[src/rtl/timer_scheduler.sv]
// Round-robin arbiter in front of one shared delay counter: the granted requester's
// delay is latched, counted 0..D, and answered with a one-cycle done pulse.
module timer_scheduler #(
   parameter int N_REQ = 4,
   parameter int W     = 8
) (
   input  logic               clk,
   input  logic               reset,
   input  logic [N_REQ-1:0]   req,
   input  logic [N_REQ*W-1:0] delay,
   output logic [N_REQ-1:0]   gnt,
   output logic [N_REQ-1:0]   done,
   output logic               busy,
   output logic [W-1:0]       count
);

   localparam int PW = (N_REQ > 1) ? $clog2(N_REQ) : 1;

   localparam logic [1:0] S_IDLE = 2'd0;
   localparam logic [1:0] S_RUN  = 2'd1;
   localparam logic [1:0] S_ACK  = 2'd2;

   logic [1:0]       r_state;
   logic [PW-1:0]    r_ptr;
   logic [PW-1:0]    r_idx;
   logic [W-1:0]     r_final;
   logic [W-1:0]     r_count;

   logic             w_found;
   logic [PW-1:0]    w_sel;
   logic [PW-1:0]    w_scan;
   int               w_j;
   logic [PW-1:0]    w_idx_next;
   logic [N_REQ-1:0] w_idx_onehot;

   function automatic logic [PW-1:0] f_wrap_inc(input logic [PW-1:0] i);
      if (int'(i) == N_REQ - 1) begin
         return {PW{1'b0}};
      end else begin
         return i + 1'b1;
      end
   endfunction

   // First set request scanning upward from the priority pointer, wrapping at N_REQ-1.
   always_comb begin
      w_found = 1'b0;
      w_sel   = r_ptr;
      w_scan  = r_ptr;
      w_j     = 0;
      for (int k = 0; k < N_REQ; k++) begin
         w_j = int'(r_ptr) + k;
         if (w_j >= N_REQ) begin
            w_j = w_j - N_REQ;
         end else begin
            w_j = w_j;
         end
         w_scan = PW'(w_j);
         if (!w_found && req[w_scan]) begin
            w_found = 1'b1;
            w_sel   = w_scan;
         end else begin
            w_found = w_found;
         end
      end
   end

   assign w_idx_next   = f_wrap_inc(r_idx);
   assign w_idx_onehot = {{(N_REQ-1){1'b0}}, 1'b1} << r_idx;

   // Abort beats completion; the finished or aborted requester drops to lowest priority.
   always_ff @(posedge clk or posedge reset) begin
      if (reset) begin
         r_state <= S_IDLE;
         r_ptr   <= {PW{1'b0}};
         r_idx   <= {PW{1'b0}};
         r_final <= {W{1'b0}};
         r_count <= {W{1'b0}};
      end else begin
         case (r_state)
            S_IDLE: begin
               r_count <= {W{1'b0}};
               if (w_found) begin
                  r_idx   <= w_sel;
                  r_final <= delay[int'(w_sel)*W +: W];
                  r_state <= S_RUN;
               end
            end
            S_RUN: begin
               if (!req[r_idx]) begin
                  r_state <= S_IDLE;
                  r_ptr   <= w_idx_next;
                  r_count <= {W{1'b0}};
               end else if (r_count == r_final) begin
                  r_state <= S_ACK;
               end else begin
                  r_count <= r_count + 1'b1;
               end
            end
            S_ACK: begin
               r_state <= S_IDLE;
               r_ptr   <= w_idx_next;
               r_count <= {W{1'b0}};
            end
            default: begin
               r_state <= S_IDLE;
               r_count <= {W{1'b0}};
            end
         endcase
      end
   end

   assign busy  = (r_state != S_IDLE);
   assign gnt   = busy ? w_idx_onehot : {N_REQ{1'b0}};
   assign done  = (r_state == S_ACK) ? w_idx_onehot : {N_REQ{1'b0}};
   assign count = r_count;

endmodule

[config.mk]
export PLATFORM = sky130hd
export DESIGN_NAME = timer_scheduler
export DESIGN_NICKNAME = d
export VERILOG_FILES = /design/src/rtl/timer_scheduler.sv
export SDC_FILE = /design/constraint.sdc
export NUM_CORES = 1
export LEC_CHECK = 0
export BUFFER_PORTS_ARGS = -buffer_cell sky130_fd_sc_hd__buf_2
export CAP_MARGIN = 20
export CORE_ASPECT_RATIO = 1.4
export CORE_MARGIN = 2
export CORE_UTILIZATION = 50
export DETAILED_ROUTE_END_ITERATION = 8
export HOLD_SLACK_MARGIN = 0.08
export PLACE_DENSITY = 0.8
export SLEW_MARGIN = 20
export SYNTH_ARGS = -nofsm -noshare
export SYNTH_HDL_FRONTEND = slang
export SYNTH_SLANG_ARGS = --single-unit
[constraint.sdc]
create_clock -name clk -period 2.3 [get_ports clk]
set_input_delay 0.23 -clock clk [delete_from_list [all_inputs] [get_ports clk]]
set_output_delay 0.23 -clock clk [all_outputs]
set_load 0.02 [all_outputs]
==> flow_summary.ini <==
[status]
status = finished clean

[logic_synthesis]
ys_seq_elements = 22
yosysTopAreaCell = dfrtp_1
synth-edff-count = 0
syn_nets = 211
synth.area.top_cells = dfrtp_1 34%, a211oi_1 7.0%, a211oi_2 7.0%
ys.flop_type = dfrtp_1
synth_cell_types = 40
yosysMostFrequentCell = dfrtp_1
synthTopCellsByCount = 22 x dfrtp_1, 20 x nor2_1, 15 x a211oi_1
netlist.area_leader.share = 0.3406
synthesis.area_um2 = 1617
synth.avg_cell_area_um2 = 9.622
ys_warn_count = 0
ys_seq_area_frac = 0.3406
synthCells = 168
async_flop_share = 1.000

[placed_design]
gp_congestion = 0.7867
post-dp-hpwl_um = 2666
placed_area_um2 = 1893
port_buffers = 54
dp_cells = 257

[detailed_routing]
drt_wl_total_um = 3274
firstDrtPassIters = 4
wl_per_cell_um = 12.54
viasPerCell = 5.337
dr_total_vias = 1393
drc = 0
first_iter_violations = 20
drtAntennaViolNets = 0

[cts]
cts_tree = yes
clock_sinks = 22
htreeDepth = 1
cts-buffers-inserted = 3
cts_hold_buffers = 0
clock_path_buffers = 2
cts_root_buf = clkbuf_8
post_cts_resized = 0
clkTransAtPathRegs_ps = 80
clkLatencyLatePin_ps = 270
cts_setup_buffers = 0

[power_and_ir_drop]
p_clk_frac = 0.182
p_total_mw = 1.999
switching_share = 0.4088
p_leak_nw = 0.9317
p_sw_mw = 0.8173
sequentialPowerShare = 0.327
p_comb_frac = 0.491
internal-power_mw = 1.182
powerDensity_nw_per_um2 = 1018
vdd_drop_max_uv = 687.6

[finish]
final_nets = 266
postLayoutCellArea_um2 = 1964
drive_above_1_share = 0.3423
antennaDiodeCount = 0
instances_no_fill = 261
fill_cells = 282
area_growth_pct = 21.52

[critical_path]
crit_path_end_kind = register
critPathLaunchType = register
path_max_fanout = 17
slowest_delay_ps = 420
crit_required_ps = 2410
r2r_cells = 6
reg2reg_slack_ps = 430
slowest_stage = dfrtp_1
r2r_end = r_final[7]
worst-setup-path-type = reg2reg
arrival_ps = 1970
reg2reg_from = r_ptr[0]
crit_chain = nor2b_1 > o2bb2ai_2 > a211o_1 > buf_4 > mux2i_1 > a211oi_1

[timing]
setup_viol = 0
finalCritPeriodShare = 0.8119
drv_slew = 0
post-route-min-period_ps = 1867
hold_viol_final = 0
fin_setup_tns_ps = 0
rsz0062_at_grt = false
fmax_ghz = 0.5355
worst_slew_pin_slew_ps = 868.3
max-slew-margin-rel = 0.4167
finClkSkew_ps = 3.348

[die]
num_rows = 24
die_w_um = 52.06
ios = 55
die_area_um2 = 3710
core_area_um2 = 3093
initial_core_util = 0.5227
die_h_um = 71.28

[flow_run]
max_cap_violations = 0

[global_routing]
grt_use_met3 = 0.02708
grt_pass1_wl_um = 5851
grt_pass1_vias = 1341
met1_usage = 0.2435
track_usage = 0.2009
grt_util_met2 = 0.3502
grt-busiest-layer = met2
grt_max_degree = 23
grt_antenna_before_repair = 0
grt_overflow = 0

[min_path]
hold_path.class = in2async
critical path: cells and delay by family (launching register included):
family	cells	cell delay, ps
AOI/OAI and AO/OA	3	600
buffers and inverters	1	260
and+or+nand+nor	1	150
DFF	1	420
muxes	1	260
final cells by class:
cell class | count | area, µm² | share of cell area
Multi-Input combinational cell | 133 | 982.2 | 0.5000
Clock buffer | 3 | 41.29 | 0.02102
Inverter | 7 | 26.28 | 0.01338
Sequential cell | 22 | 550.5 | 0.2803
Timing Repair Buffer | 56 | 285.3 | 0.1452
Clock inverter | 1 | 30.03 | 0.01529
Tap cell | 39 | 48.80 | 0.02484
layout by cell type (no fill, tap or decap), types with 3 or more instances in the layout:
master,n
a211oi_2,9
dfrtp_1,22
o21ai_0,6
and2_1,4
a211oi_1,15
nor2b_1,8
buf_2,54
xnor2_1,9
xor2_1,6
nor3_1,3
ha_1,5
nand2_1,13
clkbuf_8,3
mux2i_1,9
nor2_1,20
inv_1,6
registers in the layout, summed over array words and instances, names as in the netlist:
name	cells
r_state	2
r_ptr	2
count	8
r_final	8
r_idx	2
stage by stage:
step | hold WS [ps] | setup WS [ps] | utilization
6_report | 102.9 | 432.6 | 0.6351
5_1_grt | 175.4 | 193.4 | 0.6351
4_1_cts | 135.6 | 440.3 | 0.6351
3_5_place_dp | 429.6 | 450.5 | 0.6121
3_3_place_gp | 425.3 | 499.6 | 0.6121
2_1_floorplan | 219.2 | 617.2 | -
layer usage:
layer  part of all wire  up-vias
li1                   -      712
met1               0.43      634
met2               0.51       42
met3              0.050        5
met4              0.017        0
met5                  0        -
power by group through the flow:
stage | clock network [mW] | registers (mW) | logic, mW
after global placement | 0 | 0.653 | 0.970
after floorplan | 0 | 0.648 | 0.815
after global routing | 0.379 | 0.675 | 1.11
after detailed placement | 0 | 0.664 | 0.989
final | 0.363 | 0.654 | 0.982
after CTS | 0.367 | 0.655 | 0.998
cells by family (layout without fill, tap and decap cells):
group	Yosys count	in the layout	synth area share
AND/OR/NAND/NOR	61	61	0.1889
AO/OA/AOI/OAI	41	41	0.2198
flip-flops	22	22	0.3406
XOR/XNOR	15	15	0.08127
buffers and inverters	13	67	0.05186
multiplexers	11	11	0.07895
adder cells (fa/ha/maj)	5	5	0.03870
how the worst max path moves through the flow:
stage / cells after the start / slack (ps) / endpoint / start
2_1_floorplan: 7 / 620 / r_final[0] / r_ptr[0]
3_3_place_gp: 6 / 500 / r_final[3] / r_ptr[0]
3_5_place_dp: 6 / 450 / r_final[7] / r_ptr[0]
4_1_cts: 4 / 440 / r_final[3] / r_state[1]
5_1_grt: 4 / 190 / r_final[7] / r_state[1]
6_report: 6 / 430 / r_final[7] / r_ptr[0]
(Power assumes the default switching activity.)
